--- config.mk ---
export PLATFORM = sky130hd
export DESIGN_NAME = inv_park_seq
export DESIGN_NICKNAME = d
export VERILOG_FILES = /design/src/rtl/inv_park_seq.sv
export SDC_FILE = /design/constraint.sdc
export NUM_CORES = 2
export LEC_CHECK = 0
export BUFFER_PORTS_ARGS = -buffer_cell sky130_fd_sc_hd__buf_2
export CORE_MARGIN = 10
export CORE_UTILIZATION = 45
export CTS_CLUSTER_SIZE = 8
export DETAILED_ROUTE_END_ITERATION = 10
export SYNTH_ARGS = -nofsm -noshare
export SYNTH_HDL_FRONTEND = slang
export SYNTH_SLANG_ARGS = --single-unit
--- constraint.sdc ---
create_clock -name clk -period 15.05 [get_ports clk]
set_input_delay 0.7525 -clock clk [delete_from_list [all_inputs] [get_ports clk]]
set_output_delay 0.7525 -clock clk [all_outputs]
set_load 0.05 [all_outputs]
--- src/rtl/inv_park_seq.sv ---
// Sequential inverse Park transform using one shared multiplier over four cycles.
// Define INV_PARK_SAT_EN to saturate alpha/beta and expose sat_flag; otherwise results wrap.
module inv_park_seq #(
   parameter int D_WIDTH = 32,
   parameter int Q_BITS  = 10
) (
   input  logic                      clk,
   input  logic                      rst_n,
   input  logic                      in_valid,
   output logic                      in_ready,
   input  logic signed [D_WIDTH-1:0] D,
   input  logic signed [D_WIDTH-1:0] Q,
   input  logic signed [D_WIDTH-1:0] sin,
   input  logic signed [D_WIDTH-1:0] cos,
   output logic                      out_valid,
   input  logic                      out_ready,
   output logic signed [D_WIDTH-1:0] alpha,
`ifdef INV_PARK_SAT_EN
   output logic signed [D_WIDTH-1:0] beta,
   output logic                      sat_flag
`else
   output logic signed [D_WIDTH-1:0] beta
`endif
);

   localparam int AW = 2 * D_WIDTH + 1;

   localparam logic [2:0] StIdle = 3'd0;
   localparam logic [2:0] StM0   = 3'd1;
   localparam logic [2:0] StM1   = 3'd2;
   localparam logic [2:0] StM2   = 3'd3;
   localparam logic [2:0] StM3   = 3'd4;
   localparam logic [2:0] StDone = 3'd5;

   logic [2:0]                state_q, state_d;
   logic signed [D_WIDTH-1:0] d_q, d_d, q_q, q_d, sin_q, sin_d, cos_q, cos_d;
   logic signed [AW-1:0]      acc_a_q, acc_a_d, acc_b_q, acc_b_d;
   logic signed [D_WIDTH-1:0] alpha_q, alpha_d, beta_q, beta_d;
   logic                      out_valid_q, out_valid_d;

   logic signed [D_WIDTH-1:0]   mul_a, mul_b;
   logic signed [2*D_WIDTH-1:0] prod;
   logic signed [AW-1:0]        prod_ext;
   logic signed [D_WIDTH-1:0]   fmt_a, fmt_b;

`ifdef INV_PARK_SAT_EN
   localparam logic signed [AW-1:0] MaxV = {{(D_WIDTH+2){1'b0}}, {(D_WIDTH-1){1'b1}}};
   localparam logic signed [AW-1:0] MinV = {{(D_WIDTH+2){1'b1}}, {(D_WIDTH-1){1'b0}}};
   localparam logic signed [D_WIDTH-1:0] DMax = {1'b0, {(D_WIDTH-1){1'b1}}};
   localparam logic signed [D_WIDTH-1:0] DMin = {1'b1, {(D_WIDTH-1){1'b0}}};

   logic signed [AW-1:0] sh_a, sh_b;
   logic                 clip_a, clip_b;
   logic                 sat_flag_q, sat_flag_d;
`endif

   // Single multiplier; operand pair chosen by the current step.
   always_comb begin
      mul_a = '0;
      mul_b = '0;
      case (state_q)
         StM0:    begin mul_a = d_q; mul_b = cos_q; end
         StM1:    begin mul_a = q_q; mul_b = sin_q; end
         StM2:    begin mul_a = d_q; mul_b = sin_q; end
         StM3:    begin mul_a = q_q; mul_b = cos_q; end
         default: begin mul_a = '0;  mul_b = '0;    end
      endcase
      prod     = mul_a * mul_b;
      prod_ext = {prod[2*D_WIDTH-1], prod};
   end

   always_comb begin
      state_d     = state_q;
      d_d         = d_q;
      q_d         = q_q;
      sin_d       = sin_q;
      cos_d       = cos_q;
      acc_a_d     = acc_a_q;
      acc_b_d     = acc_b_q;
      alpha_d     = alpha_q;
      beta_d      = beta_q;
      out_valid_d = out_valid_q;
      case (state_q)
         StIdle: begin
            if (in_valid) begin
               d_d     = D;
               q_d     = Q;
               sin_d   = sin;
               cos_d   = cos;
               state_d = StM0;
            end
         end
         StM0: begin
            acc_a_d = prod_ext;
            state_d = StM1;
         end
         StM1: begin
            acc_a_d = acc_a_q - prod_ext;
            state_d = StM2;
         end
         StM2: begin
            acc_b_d = prod_ext;
            state_d = StM3;
         end
         StM3: begin
            acc_b_d     = acc_b_q + prod_ext;
            alpha_d     = fmt_a;
            beta_d      = fmt_b;
            out_valid_d = 1'b1;
            state_d     = StDone;
         end
         StDone: begin
            if (out_ready) begin
               out_valid_d = 1'b0;
               state_d     = StIdle;
            end
         end
         default: state_d = StIdle;
      endcase
   end

   // beta is formatted from the accumulator value being written this cycle.
`ifdef INV_PARK_SAT_EN
   always_comb begin
      sh_a   = acc_a_q >>> Q_BITS;
      sh_b   = acc_b_d >>> Q_BITS;
      clip_a = (sh_a > MaxV) || (sh_a < MinV);
      clip_b = (sh_b > MaxV) || (sh_b < MinV);
      fmt_a  = clip_a ? (sh_a[AW-1] ? DMin : DMax) : sh_a[D_WIDTH-1:0];
      fmt_b  = clip_b ? (sh_b[AW-1] ? DMin : DMax) : sh_b[D_WIDTH-1:0];
      sat_flag_d = sat_flag_q | ((state_q == StM3) & (clip_a | clip_b));
   end

   always_ff @(posedge clk or negedge rst_n) begin
      if (!rst_n) sat_flag_q <= 1'b0;
      else        sat_flag_q <= sat_flag_d;
   end

   assign sat_flag = sat_flag_q;
`else
   always_comb begin
      fmt_a = acc_a_q[D_WIDTH-1+Q_BITS:Q_BITS];
      fmt_b = acc_b_d[D_WIDTH-1+Q_BITS:Q_BITS];
   end
`endif

   always_ff @(posedge clk or negedge rst_n) begin
      if (!rst_n) begin
         state_q     <= StIdle;
         d_q         <= '0;
         q_q         <= '0;
         sin_q       <= '0;
         cos_q       <= '0;
         acc_a_q     <= '0;
         acc_b_q     <= '0;
         alpha_q     <= '0;
         beta_q      <= '0;
         out_valid_q <= 1'b0;
      end else begin
         state_q     <= state_d;
         d_q         <= d_d;
         q_q         <= q_d;
         sin_q       <= sin_d;
         cos_q       <= cos_d;
         acc_a_q     <= acc_a_d;
         acc_b_q     <= acc_b_d;
         alpha_q     <= alpha_d;
         beta_q      <= beta_d;
         out_valid_q <= out_valid_d;
      end
   end

   assign in_ready  = (state_q == StIdle);
   assign out_valid = out_valid_q;
   assign alpha     = alpha_q;
   assign beta      = beta_q;

endmodule

### Word level (Yosys, flattened, before mapping)

Index checks and enable logic that the tools add are counted.

* register bits: 326
* bits in latches: 0
* bits in writable memories: 0
* memory bits (read-only): 0
* bits of input ports: 132
* output and inout port bits: 66
* logic and storage cells: 41
* memories kept: 0

* add/sub/neg operators: 2
* $mul: 1
* div/mod/pow operators: 0
* $lt $le $gt $ge: 0
* eq/ne operators: 7
* shift operators: 0
* multiplexer cells: 9
* bitwise gates (word level): 0
* reduce and logical (&&, ||, !) cells: 11

Operators with widths (number)
* 65-bit case mux with 2 select lines: 2
* 32-bit case mux with 2 select lines: 2
* 65-bit by 64-bit adder with 65-bit output: 1
* 65-bit by 64-bit subtractor with 65-bit output: 1
* 32-bit by 32-bit multiplier with 64-bit output: 1
* 3-bit case mux with 6 select lines: 1
* 2-bit OR reduction: 4
* 3-bit by 2-bit equality test with 1-bit output (second input constant): 2
* 3-bit equality test (second input constant): 2
* 3-bit two-way mux: 2
* 2-bit AND reduction: 3
* 2-bit nonzero test: 3
* 2-bit != test (second input constant): 2
* 3-bit by 1-bit equality test with 1-bit output (second input constant): 1
* 3-bit logical NOT: 1
* 1-bit case mux with 2 select lines: 1
* 1-bit two-way mux: 1

### Logic depth before layout (Yosys ltp)

* depth in word-level cells: 6
* depth in mapped cells: 47
* mapped depth without buffers: 42

### Worst setup path before layout

Ideal clock, no wire load.

* kind: flip-flop to flip-flop
* start point: register state_q[1]
* end point: register beta_q[31], in the netlist beta[31]
* library setup time: 0.135 ns
* arrival time: 10.261 ns
* required time: 14.915 ns
* path slack: 4.654 ns
* stages on the path, launching flop included: 44
* path buffers: 5
* period minus slack after synthesis: 10.396 ns
* cell sequence: dfrtp_1 -> or3b_1 -> buf_4 -> nand2_8 -> buf_6 -> buf_2 -> buf_1 -> a22oi_1 -> clkbuf_1 -> nor2_1 -> fa_1 -> fa_1 -> fa_1 -> inv_1 -> fa_1 -> inv_1 -> fa_1 -> inv_1 -> (+8 left out) -> a311oi_1 -> a21bo_2 -> a21o_1 -> a21oi_1 -> xor2_1 -> inv_1 -> ha_1 -> a41oi_1 -> o21ai_0 -> o21bai_1 -> a21oi_1 -> a31oi_1 -> o21ai_0 -> o21ai_0 -> a21oi_1 -> xor2_1 -> xnor2_1 -> o21ai_0

* cells in the longest elaborated chain, start to end: 6
* elaborated cells on any way between the ends: 13
* those cells by class: 1 x add/sub; 1 x mul; 4 x eq/ne; 3 x mux; 4 x reduce/logical

RTL lines
* from (decl): RTL line 35 `logic [2:0] state_q, state_d;`
* from (signal assigned): RTL line 149 `state_q <= StIdle;`
* from (signal assigned): RTL line 160 `state_q <= state_d;`
* 3-bit equality test, or another cell as far along: RTL line 61, 83
* 2-bit OR reduction (no source line)
* 32-bit case mux with 2 select lines: RTL line 61 `case (state_q)`
* 32-bit by 32-bit multiplier with 64-bit output: RTL line 68 `prod = mul_a * mul_b;`
* 65-bit by 64-bit adder with 65-bit output: RTL line 106 `acc_b_d = acc_b_q + prod_ext;`
* 65-bit case mux with 2 select lines: RTL line 83 `case (state_q)`
* to (signal assigned): RTL line 168 `beta_q <= beta_d;`
* to (decl): RTL line 38 `logic signed [D_WIDTH-1:0] alpha_q, alpha_d, beta_q, beta_d;`

Parallel ways exist; a longest one is shown, timed or not.
A chain may end at the register's enable or synchronous reset.

### Final worst setup path

* start point: register state_q[2]
* end point: register beta_q[31], in the netlist beta[31]

The elaborated chain is that of the path after synthesis.

==> flow_summary.json <==
{
  "worstSkewPairLatency_ns": 0.63,
  "drv_cap": 0,
  "vias": 31400,
  "initial_core_util": 0.452,
  "cts_tree": "yes",
  "critical_path_required_ns": 15.53,
  "place.port_buffers": 197,
  "drt_iter0_markers": 3012,
  "syn_nets": 5411,
  "cts_resized": 0,
  "ys_warn_count": 0,
  "end_kind": "flop",
  "hold_viol": 0,
  "area_growth_pct": 8.71,
  "synth-seq-cells": 280,
  "vias_per_cell": 5.58,
  "max_freq_ghz": 0.0761,
  "ys_seq_area_frac": 0.176,
  "worst_ep_arrival_time_ns": 13.62,
  "clkTransAtPathRegs_ns": 0.05,
  "hpwl_um": 105000,
  "num_io_pins": 198,
  "finalSetupViolCount": 0,
  "crit_path_frequent_cell": "fa_1",
  "dieArea_um2": 101000,
  "grt_max_degree": 86,
  "grt.overflow.total": 0,
  "synthCells": 4339,
  "cts_made_buffers": 42,
  "slowest_delay_ns": 1.06,
  "final_net_count": 5522,
  "crit_fanout": 59,
  "row_count": 109,
  "slew_viol_final": 0,
  "htree_levels": 2,
  "die_x_um": 318,
  "worst-setup-path-type": "flop to flop",
  "min_period_ns": 13.14,
  "critPathLaunchType": "flop",
  "postSynth.asyncResetShare": 1.00,
  "synth_cell_types": 75,
  "tightest_slew_ns": 1.27,
  "postRouteAntennaNets": 0,
  "drive_above_1_share": 0.115,
  "avgRoutedWirePerCell_um": 23.3,
  "fp.coreArea_um2": 88200,
  "synth_ff_type": "dfrtp_1",
  "outcome": "complete, no violations",
  "grt_antenna_before_repair": 5,
  "grt_pass1_wl_um": 201000,
  "totalNegativeSetupSlack_ns": 0,
  "clock-sinks": 280,
  "grt_util_all_layers": 0.258,
  "wirelength_um": 131000,
  "clockBufferDepth": 3,
  "ctsHoldBuffers": 0,
  "drc": 0,
  "synth-edff-count": 0,
  "skew_ns": 0.0384,
  "cts_root_buf": "clkbuf_16",
  "critPathSlowestCell": "a22oi_2",
  "synth_area_um2": 39900,
  "rsz0062_at_grt": "false",
  "place_congestion": 0.954,
  "place_ws_ns": 2.03,
  "hold_class": "input port to async pin",
  "drtPass1Iterations": 6,
  "slew_headroom": 0.152,
  "post_cts_buffers": 0,
  "syn_avg_cell_area_um2": 9.20,
  "timing.final.crit_share": 0.873,
  "die_y_um": 318,
  "layout_setup_ws_ns": 1.91,
  "grt_pass1_vias": 32300
}
==> worst paths after layout <==
path | endpoint | slack [ns] | from | cells past startpoint
max | beta[31] | 1.91 | state_q[2] | 40
min | alpha[8] | 0.08 | rst_n | 1
max reg2reg | beta[31] | 1.91 | state_q[2] | 40
min reg2reg | beta[3] | 0.46 | beta[3] | 2
max in group asynchronous | sin_q[29] | 12.72 | rst_n | 3
min in group clk | state_q[0] | 0.36 | out_ready | 2
==> final cells by class <==
cell class	instances	area, um^2
fill	8340	44800
multi-input combinational	3083	29300
sequential	280	7010
inverter	768	2880
timing repair buffer	275	1580
tap	1165	1460
clock buffer	49	1140
clock inverter	4	71.3
antenna	3	7.51
==> flip-flops by register name (all words and copies together) (netlist names), 3 cells and up <==
signal   flops
d_q         32
acc_b_q     42
q_q         32
alpha       32
cos_q       32
sin_q       32
acc_a_q     42
beta        32
state_q      3
==> synth_stat cells, types with 14 or more instances <==
master	count	share of area
inv_1	768	0.072
fa_1	697	0.35
nand2_1	613	0.058
nor2_1	512	0.048
dfrtp_1	280	0.18
ha_1	243	0.076
clkbuf_1	170	0.016
mux2_2	132	0.037
a21oi_1	128	0.016
xnor2_1	109	0.024
a21o_1	85	0.016
a22oi_1	78	0.015
o21ai_0	58	0.0073
a22o_1	55	0.012
xor2_1	46	0.010
o21bai_1	23	0.0043
nor2b_1	22	0.0034
and3_1	19	0.0030
nand3_1	18	0.0023
nor3_1	17	0.0021
o211ai_1	16	0.0030
a221o_1	14	0.0035
buf_1	14	0.0013
nand2b_1	14	0.0022
==> worst max-delay path: cells and delay by family, from the launching register on <==
kind | cells | cell delay [ns]
fa+ha+maj | 10 | 4.59
flops | 1 | 0.59
compound gates | 13 | 3.89
xor+xnor | 3 | 0.80
simple gates | 9 | 2.49
buf+inv | 5 | 0.61
==> through the flow <==
step | hold WS, ns | util | instance area (um^2) | std cells
5_1_grt | 0.138 | 0.492 | 43400 | 5624
3_3_place_gp | 0.453 | 0.478 | 42200 | 5571
2_1_floorplan | 0.457 | - | 39900 | 4339
4_1_cts | 0.115 | 0.492 | 43400 | 5624
3_5_place_dp | 0.457 | 0.478 | 42200 | 5571
6_report | 0.0846 | 0.492 | 43400 | 5627
==> kinds of logic after synthesis <==
group                    after synthesis  share of synthesized area
AO/OA/AOI/OAI                        579                      0.103
XOR/XNOR                             157                     0.0350
adder cells (fa/ha/maj)              940                      0.426
buffers and inverters                976                     0.0939
flip-flops                           280                      0.176
multiplexers                         134                     0.0377
AND/OR/NAND/NOR                     1273                      0.129
==> cell usage in the layout (no fill, tap or decap), types with 109 or more instances in the layout <==
cell,count
a21oi_1,128
buf_2,196
dfrtp_1,280
fa_1,697
ha_1,243
inv_1,768
mux2_2,132
nand2_1,613
nor2_1,511
xnor2_1,109
==> routing by layer <==
metal,share of wire,up-vias,GRT usage
li1,-,13800,-
met1,0.44,16000,0.371
met2,0.42,1415,0.375
met3,0.11,233,0.0759
met4,0.031,2,0.0703
met5,0.000092,-,0
Power is not shown: default switching activity piles up to over one toggle a cycle in this logic, so the estimate is an artifact.
